## src/rtl/ddr_dram_sequencer.sv

```systemverilog
// DDR command-bus sequencer: JEDEC power-up/mode-register init, periodic
// auto-refresh with a saturating debt counter, and bus hand-off to one client.
module ddr_dram_sequencer #(
  parameter int unsigned POWERUP_CYCLES   = 20000,
  parameter int unsigned TRP_CYCLES       = 3,
  parameter int unsigned TMRD_CYCLES      = 2,
  parameter int unsigned TRFC_CYCLES      = 10,
  parameter int unsigned DLL_LOCK_CYCLES  = 200,
  parameter int unsigned REFRESH_INTERVAL = 780,
  parameter logic [12:0] MODE_REG         = 13'h062,
  parameter logic [12:0] EXT_MODE_REG     = 13'h000
) (
  input  logic        int_logic_drm_clock_buffered,
  input  logic        system_reset_n,
  output logic        ddr_cke,
  output logic [2:0]  ddr_cmd,
  output logic [1:0]  ddr_ba,
  output logic [12:0] ddr_addr,
  output logic        init_done,
  output logic        refresh_pending,
  input  logic        client_req,
  output logic        client_grant
);

  localparam logic [2:0] CMD_NOP = 3'b111;
  localparam logic [2:0] CMD_PRE = 3'b010;
  localparam logic [2:0] CMD_REF = 3'b001;
  localparam logic [2:0] CMD_LMR = 3'b000;

  localparam logic [15:0] W_TRP  = 16'(TRP_CYCLES);
  localparam logic [15:0] W_TMRD = 16'(TMRD_CYCLES);
  localparam logic [15:0] W_TRFC = 16'(TRFC_CYCLES);
  // Pure-wait states count duration-1 so they last exactly their parameter.
  localparam logic [15:0] W_PWRUP = (POWERUP_CYCLES   == 0) ? 16'd0 : 16'(POWERUP_CYCLES - 1);
  localparam logic [15:0] W_DLL   = (DLL_LOCK_CYCLES  == 0) ? 16'd0 : 16'(DLL_LOCK_CYCLES - 1);
  localparam logic [15:0] W_RINT  = (REFRESH_INTERVAL == 0) ? 16'd0 : 16'(REFRESH_INTERVAL - 1);

  typedef enum logic [3:0] {
    S_PWRUP, S_CKE_ON, S_PRE1, S_EMR, S_MRDLL, S_PRE2, S_REF1, S_REF2,
    S_MR, S_DLLWAIT, S_IDLE, S_GRANT, S_RPRE, S_RREF
  } state_t;

  state_t      state, state_nxt;
  logic [15:0] wcnt, wcnt_nxt, cmd_wait;
  logic        fresh, fresh_nxt, wdone;
  logic        ref_done, tick, refresh_due;
  logic [15:0] rt_cnt;
  logic        rt_run;
  logic [3:0]  debt, debt_nxt;
  logic [2:0]  cmd_nxt;
  logic [1:0]  ba_nxt;
  logic [12:0] addr_nxt;

  // A command state spends its first cycle issuing the command ("fresh"),
  // then counts its wait parameter down to 0 before leaving.
  assign wdone       = !fresh && (wcnt == 16'd0);
  assign tick        = rt_run && (rt_cnt == 16'd0);
  assign refresh_due = (debt != 4'd0) || tick;

  always_comb begin
    unique case (state)
      S_PRE1, S_PRE2, S_RPRE:  cmd_wait = W_TRP;
      S_REF1, S_REF2, S_RREF:  cmd_wait = W_TRFC;
      default:                 cmd_wait = W_TMRD;
    endcase
  end

  always_ff @(posedge int_logic_drm_clock_buffered or negedge system_reset_n) begin
    if (!system_reset_n) begin
      state <= S_PWRUP;
      wcnt  <= W_PWRUP;
      fresh <= 1'b0;
    end else begin
      state <= state_nxt;
      wcnt  <= wcnt_nxt;
      fresh <= fresh_nxt;
    end
  end

  always_comb begin
    state_nxt = state;
    fresh_nxt = 1'b0;
    ref_done  = 1'b0;
    wcnt_nxt  = (wcnt != 16'd0) ? wcnt - 16'd1 : wcnt;
    if (fresh) wcnt_nxt = cmd_wait;
    unique case (state)
      S_PWRUP:   if (wdone) begin state_nxt = S_CKE_ON; wcnt_nxt = 16'd0; end
      S_CKE_ON:  if (wdone) begin state_nxt = S_PRE1;  fresh_nxt = 1'b1; end
      S_PRE1:    if (wdone) begin state_nxt = S_EMR;   fresh_nxt = 1'b1; end
      S_EMR:     if (wdone) begin state_nxt = S_MRDLL; fresh_nxt = 1'b1; end
      S_MRDLL:   if (wdone) begin state_nxt = S_PRE2;  fresh_nxt = 1'b1; end
      S_PRE2:    if (wdone) begin state_nxt = S_REF1;  fresh_nxt = 1'b1; end
      S_REF1:    if (wdone) begin state_nxt = S_REF2;  fresh_nxt = 1'b1; end
      S_REF2:    if (wdone) begin state_nxt = S_MR;    fresh_nxt = 1'b1; end
      S_MR:      if (wdone) begin state_nxt = S_DLLWAIT; wcnt_nxt = W_DLL; end
      S_DLLWAIT: if (wdone) state_nxt = S_IDLE;
      S_IDLE: begin
        // Refresh (owed or arriving this cycle) beats a client request.
        if (refresh_due) begin state_nxt = S_RPRE; fresh_nxt = 1'b1; end
        else if (client_req) state_nxt = S_GRANT;
      end
      S_GRANT:   if (!client_req) state_nxt = S_IDLE;
      S_RPRE:    if (wdone) begin state_nxt = S_RREF; fresh_nxt = 1'b1; end
      S_RREF:    if (wdone) begin state_nxt = S_IDLE; ref_done = 1'b1; end
      default:   state_nxt = S_PWRUP;
    endcase
  end

  // Commands are decoded from the next state so the registered outputs
  // line up with the cycle the state is entered.
  always_comb begin
    cmd_nxt  = CMD_NOP;
    ba_nxt   = 2'b00;
    addr_nxt = 13'h0000;
    if (fresh_nxt) begin
      unique case (state_nxt)
        S_PRE1, S_PRE2, S_RPRE: begin cmd_nxt = CMD_PRE; addr_nxt = 13'h0400; end
        S_REF1, S_REF2, S_RREF: cmd_nxt = CMD_REF;
        S_EMR:   begin cmd_nxt = CMD_LMR; ba_nxt = 2'b01; addr_nxt = EXT_MODE_REG; end
        S_MRDLL: begin cmd_nxt = CMD_LMR; addr_nxt = MODE_REG | 13'h0100; end
        S_MR:    begin cmd_nxt = CMD_LMR; addr_nxt = MODE_REG & ~13'h0100; end
        default: cmd_nxt = CMD_NOP;
      endcase
    end
  end

  always_comb begin
    debt_nxt = debt;
    if (tick && !ref_done)      debt_nxt = (debt == 4'd8) ? debt : debt + 4'd1;
    else if (ref_done && !tick) debt_nxt = debt - 4'd1;
  end

  always_ff @(posedge int_logic_drm_clock_buffered or negedge system_reset_n) begin
    if (!system_reset_n) begin
      rt_run <= 1'b0;
      rt_cnt <= 16'd0;
    end else if (state == S_DLLWAIT && state_nxt == S_IDLE) begin
      rt_run <= 1'b1;
      rt_cnt <= W_RINT;
    end else if (rt_run) begin
      rt_cnt <= (rt_cnt == 16'd0) ? W_RINT : rt_cnt - 16'd1;
    end
  end

  always_ff @(posedge int_logic_drm_clock_buffered or negedge system_reset_n) begin
    if (!system_reset_n) begin
      debt            <= 4'd0;
      ddr_cke         <= 1'b0;
      ddr_cmd         <= CMD_NOP;
      ddr_ba          <= 2'b00;
      ddr_addr        <= 13'h0000;
      init_done       <= 1'b0;
      refresh_pending <= 1'b0;
      client_grant    <= 1'b0;
    end else begin
      debt            <= debt_nxt;
      ddr_cke         <= (state_nxt != S_PWRUP);
      ddr_cmd         <= cmd_nxt;
      ddr_ba          <= ba_nxt;
      ddr_addr        <= addr_nxt;
      init_done       <= init_done | (state_nxt == S_IDLE);
      refresh_pending <= (debt_nxt != 4'd0);
      client_grant    <= (state_nxt == S_GRANT);
    end
  end

endmodule

```

## config.mk

```make
export PLATFORM = sky130hd
export DESIGN_NAME = ddr_dram_sequencer
export DESIGN_NICKNAME = d
export VERILOG_FILES = /design/src/rtl/ddr_dram_sequencer.sv
export SDC_FILE = /design/constraint.sdc
export NUM_CORES = 1
export LEC_CHECK = 0
export ABC_AREA = 1
export CORE_ASPECT_RATIO = 0.5
export CORE_MARGIN = 3
export CORE_UTILIZATION = 60
export CTS_CLUSTER_DIAMETER = 150
export CTS_CLUSTER_SIZE = 10
export DETAILED_ROUTE_END_ITERATION = 16
export PLACE_DENSITY = 0.81
export SKIP_CTS_REPAIR_TIMING = 1
export SLEW_MARGIN = 10
export SYNTH_ARGS = -nofsm -noshare
export SYNTH_HDL_FRONTEND = slang
export SYNTH_SLANG_ARGS = --single-unit
```

## constraint.sdc

```tcl
create_clock -name int_logic_drm_clock_buffered -period 6.1 [get_ports int_logic_drm_clock_buffered]
set_clock_uncertainty 0.15 [all_clocks]
set_input_delay 1.525 -clock int_logic_drm_clock_buffered [delete_from_list [all_inputs] [get_ports int_logic_drm_clock_buffered]]
set_output_delay 1.525 -clock int_logic_drm_clock_buffered [all_outputs]
set_load 0.02 [all_outputs]
```

==> results of run 1 <==
cell families after synthesis:
kind of cell             Yosys count
AND/OR/NAND/NOR                  264
buffers and inverters             71
flip-flops                        53
AO/OA/AOI/OAI                     26
XOR/XNOR                          26
adder cells (fa/ha/maj)            5
other                              1
routing by layer:
metal	up-vias	track usage, %	part of all wire [%]
li1	1417	-	-
met3	11	4.72	4.5
met5	-	0	0
met4	0	3.12	0.68
met2	78	41.0	51
met1	1352	26.8	44
cell type report:
| class | count | area share [%] |
|---|---|---|
| Inverter | 52 | 5.43 |
| Clock buffer | 7 | 2.40 |
| Clock inverter | 1 | 0.836 |
| Sequential cell | 53 | 37.3 |
| Multi-Input combinational cell | 330 | 47.3 |
| Timing Repair Buffer | 16 | 4.25 |
| Tap cell | 70 | 2.44 |
registers in the layout, summed over array words and instances, names as in the netlist:
name	count
rt_cnt	16
wcnt	16
debt	4
state	4
ddr_addr	3
ddr_cmd	3
client_grant	1
ddr_ba	1
ddr_cke	1
fresh	1
init_done	1
refresh_pending	1
rt_run	1
power by group through the flow:
stage | Sequential, uW | Combinational, uW | Clock, uW
finish | 351 | 13.3 | 251
detailed placement | 358 | 13.6 | 0
CTS | 352 | 13.6 | 255
global route | 352 | 15.0 | 271
floorplan | 358 | 9.40 | 0
global placement | 358 | 13.4 | 0
layout by cell type (no fill, tap or decap), types with 9 or more instances in the layout:
cell type | netlist | final
sky130_fd_sc_hd__nor2_1 | 73 | 73
sky130_fd_sc_hd__clkdlybuf4s50_1 | 0 | 14
sky130_fd_sc_hd__nand4_1 | 11 | 11
sky130_fd_sc_hd__inv_2 | 9 | 9
sky130_fd_sc_hd__xor2_1 | 17 | 17
sky130_fd_sc_hd__inv_1 | 42 | 42
sky130_fd_sc_hd__conb_1 | 1 | 9
sky130_fd_sc_hd__dfrtp_1 | 41 | 41
sky130_fd_sc_hd__nand3_1 | 46 | 46
sky130_fd_sc_hd__nand2_1 | 103 | 103
sky130_fd_sc_hd__dfstp_2 | 12 | 12
sky130_fd_sc_hd__xnor2_1 | 9 | 9
final timing paths:
path                       cells after the start  slack, ns           end           start
hold / removal                                 1       0.34     init_done       init_done
hold reg to reg                                1       0.34     init_done       init_done
min in group asynchronous                      2       1.16  client_grant  system_reset_n
setup / recovery                              13       2.84     rt_cnt[9]      client_req
max in group asynchronous                      2       4.17     rt_cnt[8]  system_reset_n
setup reg to reg                              14       3.43     rt_cnt[9]         wcnt[0]
critical path: stages:
cell and delay [ns]:
sky130_fd_sc_hd__clkdlybuf4s50_1 0.50, sky130_fd_sc_hd__inv_1 0.06, sky130_fd_sc_hd__nand2_1 0.06, sky130_fd_sc_hd__o21ai_0 0.07
sky130_fd_sc_hd__inv_1 0.05, sky130_fd_sc_hd__nand2_1 0.06, sky130_fd_sc_hd__nand2_2 0.07, sky130_fd_sc_hd__nand3_4 0.09
sky130_fd_sc_hd__nor2_4 0.14, sky130_fd_sc_hd__nand3_4 0.30, sky130_fd_sc_hd__nand2_1 0.28, sky130_fd_sc_hd__nand2_1 0.09
sky130_fd_sc_hd__nand2_1 0.06
stage by stage:
stage	util, %	hold WS, ns	area (um^2)	total power [uW]
after floorplan	-	0.321	3370	368
after global placement	67.7	0.309	3480	371
after detailed placement	67.7	0.325	3480	372
after CTS	70.0	0.346	3590	620
after global routing	70.0	0.361	3590	638
final	70.0	0.339	3590	615
==> metrics.md, run 1 <==
| Metric | Value |
|---|---|
| Top cells by count, synth | `sky130_fd_sc_hd__nand2_1 (103), sky130_fd_sc_hd__nor2_1 (73), sky130_fd_sc_hd__nand3_1 (46), sky130_fd_sc_hd__inv_1 (42), sky130_fd_sc_hd__dfrtp_1 (41)` |
| Power density normalized to cell area | `171 mW/mm^2` |
| Total leakage power | `0.00183 uW` |
| Die span in y | `58.7 um` |
| Cts bufs inserted | `5` |
| Dpl hpwl | `5030 um` |
| Initial antenna violation count | `0` |
| Largest vdd supply drop | `0.121 mV` |
| Post-route setup TNS | `0 ns` |
| Share of the synthesized area in the top cell type | `30.8%` |
| Post-route non-filler standard cell count | `529` |
| Top-level port count | `25` |
| Number of endpoints failing setup at the final stage | `0` |
| CTS HTree Levels | `2` |
| Logic pwr share | `2.2%` |
| DRC violation count after routing | `0` |
| N_diodes | `0` |
| Slew at the pin with the worst max-slew slack | `0.671 ns` |
| Data required time of the worst path | `6.20 ns` |
| Final period utilization | `53.4%` |
| Synth warn | `0` |
| Classification of the worst-slack hold path | `reg -> reg` |
| Final-report max-slew violation count | `0` |
| Routability cong. | `0.885` |
| Switching power summed over all nets | `129 uW` |
| Synthesis-to-finish area growth | `7.73%` |
| #FFs+latches synth | `53` |
| CTS root buf | `sky130_fd_sc_hd__clkbuf_8` |
| Library cell with the highest instance count after synthesis | `sky130_fd_sc_hd__nand2_1` |
| Post-route worst setup slack | `2.84 ns` |
| Die Area | `0.00654 mm^2` |
| Synthesized netlist cell count | `446` |
| DRT antenna net count | `0` |
| Critical path endpoint category | `flop` |
| Routed vias/inst | `5.40` |
| Fraction of layout cells with a size suffix above 1 | `11.3%` |
| Die Width | `111 um` |
| Startpoint kind of the worst setup timing path | `primary input` |
| Mapped Area | `0.00334 mm^2` |
| Cell internal power dissipation | `487 uW` |
| WL per Instance | `13.0 um` |
| Clock insertion delay at the later pin of the skew report | `0.31 ns` |
| Congestion Overflow GR | `0` |
| Portion of netlist area occupied by mux cells | `0%` |
| FF/Latch Area | `0.00134 mm^2` |
| Iteration-0 DRC count of the detailed router | `176` |
| DP Worst Slack | `2.53 ns` |
| Synthesized-area fraction occupied by and/or/nand/nor cells | `36.6%` |
| Adder-cell share of the synthesized area | `1.88%` |
| Maximum number of pins on one net before global-route repair | `54` |
| Sw Ratio | `20.9%` |
| Via count of the first global-routing pass | `2693` |
| RSZ-0062 raised after global routing | `no` |
| Fillers | `415` |
| Most used DFF post-synth | `sky130_fd_sc_hd__dfrtp_1` |
| Count of unique library cells instantiated by Yosys | `35` |
| Layout Nets | `466` |
| Shortest clock period the worst path allows after layout | `3.26 ns` |
| Number of placed instances, taps included | `521` |
| Number of hold violations in the final report | `0` |
| Power share of the clock group | `40.7%` |
| Post-CTS clock slew at the launch and capture registers of the worst setup and hold paths | `0.09 ns` |
| Sequential fraction of design power | `57.1%` |
| Combinational family with the most area after synthesis | `simple AND/OR/NAND/NOR gates` |
| Core Region | `0.00513 mm^2` |
| Wirelength, routed | `6880 um` |
| FMAX | `307 MHz` |
| Aggregate global-route resource usage | `21.7%` |
| Result of the run | `complete, no violations` |
| Area occupied by multi-input gates | `0.00170 mm^2` |
| Maximum Capacitance Violations | `0` |
| Largest fanout of any net on the critical path | `33` |
| Starting density of the core | `65.0%` |
| Number of placement rows | `18` |
| Share of synthesized area occupied by flip-flops and latches | `40.2%` |
| Rel. slew slack | `55.3%` |
| Share of flip-flops with an asynchronous set or reset | `100%` |
| Mean instance size in the synthesized netlist | `7.48 um^2` |
| Number of detailed-route iterations in the first pass | `5` |
| Fraction of synthesized cell area in xor and xnor cells | `6.83%` |
| Compound-gate portion of the synthesized area | `4.61%` |
| Number of synthesized flops with an enable pin | `0` |
| Cell types with the largest area share after synthesis | `sky130_fd_sc_hd__dfrtp_1 (31%), sky130_fd_sc_hd__nand2_1 (12%), sky130_fd_sc_hd__dfstp_2 (9.5%)` |
| Number of sinks handled by clock tree synthesis | `53` |
| Synth area leader | `sky130_fd_sc_hd__dfrtp_1` |
| Worst Setup Path Type | `in -> reg` |
| Number of buffers on the longest clock path | `2` |
| Clock tree from TritonCTS | `done` |
| Via Count | `2858` |
| First-pass GRT wire length | `11800 um` |
| Arrival time reported for the critical path endpoint | `3.36 ns` |
| Port-buffer cells | `15` |
Note: power is estimated with default switching activity, not from simulation.
==> run 2, diff against run 1 <==
--- a/config.mk
+++ b/config.mk
@@ -8,11 +8,11 @@
 export ABC_AREA = 1
 export CORE_ASPECT_RATIO = 0.5
 export CORE_MARGIN = 3
-export CORE_UTILIZATION = 60
+export CORE_UTILIZATION = 53
 export CTS_CLUSTER_DIAMETER = 150
 export CTS_CLUSTER_SIZE = 10
 export DETAILED_ROUTE_END_ITERATION = 16
-export PLACE_DENSITY = 0.81
+export PLACE_DENSITY = 0.76
 export SKIP_CTS_REPAIR_TIMING = 1
 export SLEW_MARGIN = 10
 export SYNTH_ARGS = -nofsm -noshare
==> constraint.sdc (replaced) <==
create_clock -name int_logic_drm_clock_buffered -period 2.61 [get_ports int_logic_drm_clock_buffered]
set_clock_uncertainty 0.15 [all_clocks]
set_input_delay 0.6525 -clock int_logic_drm_clock_buffered [delete_from_list [all_inputs] [get_ports int_logic_drm_clock_buffered]]
set_output_delay 0.6525 -clock int_logic_drm_clock_buffered [all_outputs]
set_load 0.02 [all_outputs]
==> metrics.md, run 2 (same netlist as run 1, synthesis figures left out) <==
| Metric | Value |
|---|---|
| Result of the run | `complete, no violations` |
| Aggregate global-route resource usage | `20.2%` |
| DP Worst Slack | `0.141 ns` |
| Routability cong. | `0.963` |
| Die Area | `0.00734 mm^2` |
| Number of hold violations in the final report | `0` |
| Layout Nets | `476` |
| Arrival time reported for the critical path endpoint | `2.42 ns` |
| Cts bufs inserted | `5` |
| Data required time of the worst path | `2.64 ns` |
| Port-buffer cells | `15` |
| Power density normalized to cell area | `414 mW/mm^2` |
| Sw Ratio | `20.4%` |
| Slew at the pin with the worst max-slew slack | `0.611 ns` |
| CTS root buf | `sky130_fd_sc_hd__clkbuf_16` |
| Total leakage power | `0.00191 uW` |
| Number of detailed-route iterations in the first pass | `4` |
| Destination of the critical timing path | `rt_cnt[8]` |
| Logic pwr share | `2.2%` |
| Top-level port count | `25` |
| Power share of the clock group | `44.8%` |
| WL per Instance | `12.2 um` |
| FMAX | `419 MHz` |
| Cell internal power dissipation | `1230 uW` |
| Clock insertion delay at the later pin of the skew report | `0.29 ns` |
| Via Count | `2829` |
| Die span in y | `62.1 um` |
| Number of endpoints failing setup at the final stage | `0` |
| Origin of the critical flop-to-flop path | `rt_cnt[0]` |
| Rel. slew slack | `58.2%` |
| Starting density of the core | `57.7%` |
| Largest fanout of any net on the critical path | `14` |
| Largest vdd supply drop | `0.267 mV` |
| Depth of the most critical reg-to-reg path | `14` |
| Iteration-0 DRC count of the detailed router | `260` |
| Final period utilization | `91.4%` |
| Maximum Capacitance Violations | `0` |
| Critical register-to-register path endpoint | `rt_cnt[8]` |
| Via count of the first global-routing pass | `2584` |
| Critical path endpoint category | `flop` |
| Fraction of layout cells with a size suffix above 1 | `13.4%` |
| Post-CTS clock slew at the launch and capture registers of the worst setup and hold paths | `0.07 ns` |
| Dpl hpwl | `4930 um` |
| Maximum number of pins on one net before global-route repair | `25` |
| Final hold slack | `0.124 ns` |
| Post-route worst setup slack | `0.226 ns` |
| RSZ-0062 raised after global routing | `no` |
| Congestion Overflow GR | `0` |
| Worst reg-to-reg setup slack | `0.23 ns` |
| Clock tree from TritonCTS | `done` |
| Number of buffers on the longest clock path | `2` |
| Final Power | `1550 uW` |
| Die Width | `118 um` |
| Classification of the worst-slack hold path | `in -> async` |
| Routed vias/inst | `5.12` |
| Final-report max-slew violation count | `0` |
| Wirelength, routed | `6740 um` |
| Shortest clock period the worst path allows after layout | `2.38 ns` |
| Switching power summed over all nets | `317 uW` |
| N_diodes | `0` |
| CTS HTree Levels | `2` |
| Number of sinks handled by clock tree synthesis | `53` |
| Most common cell after layout, fill and taps aside | `sky130_fd_sc_hd__nand2_1` |
| Sequential fraction of design power | `53.0%` |
| First-pass GRT wire length | `11800 um` |
| Core Region | `0.00578 mm^2` |
| Startpoint kind of the worst setup timing path | `flop` |
| DRC violation count after routing | `0` |
| Critical path origin | `rt_cnt[0]` |
| Initial antenna violation count | `0` |
| Synthesis-to-finish area growth | `12.3%` |
| Most frequent cells in the layout | `sky130_fd_sc_hd__nand2_1 (103), sky130_fd_sc_hd__nor2_1 (73), sky130_fd_sc_hd__nand3_1 (46)` |
| Registers with the most flip-flops | `rt_cnt (16), wcnt (16)` |
| Post-route setup TNS | `0 ns` |
| Number of placement rows | `19` |
| Worst Setup Path Type | `reg -> reg` |
| DRT antenna net count | `0` |
[run 2: cell count changes in the layout (fill, tap and decap cells not counted), sizes merged]
cell / before / now
bufinv: 1 / 0
clkinv: 1 / 2
buf: 2 / 12
[run 2: critical path: stages (launching register included)]
cell and delay (ns):
sky130_fd_sc_hd__dfrtp_1 0.38, sky130_fd_sc_hd__inv_1 0.10, sky130_fd_sc_hd__ha_1 0.21, sky130_fd_sc_hd__nand3_2 0.16, sky130_fd_sc_hd__nor2_4 0.16, sky130_fd_sc_hd__nand3_2 0.17, sky130_fd_sc_hd__nand2_1 0.13, sky130_fd_sc_hd__nand2_1 0.14
sky130_fd_sc_hd__nand3_4 0.14, sky130_fd_sc_hd__nor2_4 0.05, sky130_fd_sc_hd__nand3_4 0.09, sky130_fd_sc_hd__buf_4 0.20, sky130_fd_sc_hd__nand2_1 0.07, sky130_fd_sc_hd__nand2_1 0.06, sky130_fd_sc_hd__nand2_1 0.05
[run 2: worst min-delay path by stage]
stage | from | to | cells past startpoint
after floorplan | system_reset_n | client_grant | 0
after global placement | init_done | init_done | 1
after detailed placement | init_done | init_done | 1
after CTS | system_reset_n | rt_cnt[1] | 1
after global routing | system_reset_n | rt_cnt[1] | 1
final | system_reset_n | rt_cnt[1] | 1
[run 2: power by group through the flow]
stage | clock network (uW) | registers, uW | logic, uW
after floorplan | 0 | 837 | 22.0
after global placement | 0 | 837 | 35.4
after detailed placement | 0 | 837 | 35.8
after CTS | 713 | 822 | 36.0
after global routing | 750 | 821 | 39.1
final | 695 | 822 | 34.6
[run 2: layout make-up]
| cell class | instances | area, um^2 |
|---|---|---|
| inverters | 52 | 195 |
| multi-input cells | 330 | 1710 |
| flip-flops and latches | 53 | 1340 |
| repair buffers | 26 | 240 |
| fillers | 521 | 2030 |
| well taps | 84 | 105 |
| clock buffers | 7 | 153 |
| clock inverters | 1 | 5.00 |
[run 2: per-stage QoR]
stage / cells / area [um^2] / util [%]
2_1_floorplan: 454 / 3370 / -
3_3_place_gp: 545 / 3580 / 62.0
3_5_place_dp: 545 / 3580 / 62.0
4_1_cts: 553 / 3740 / 64.7
5_1_grt: 553 / 3740 / 64.8
6_report: 553 / 3740 / 64.8
[run 2: routing by layer]
layer / GRT usage, % / wire length (um) / vias to the layer above
met5: 0 / 0 / -
met3: 4.88 / 324 / 12
met2: 33.5 / 2900 / 67
li1: - / - / 1442
met1: 27.7 / 3440 / 1308
met4: 4.67 / 75 / 0
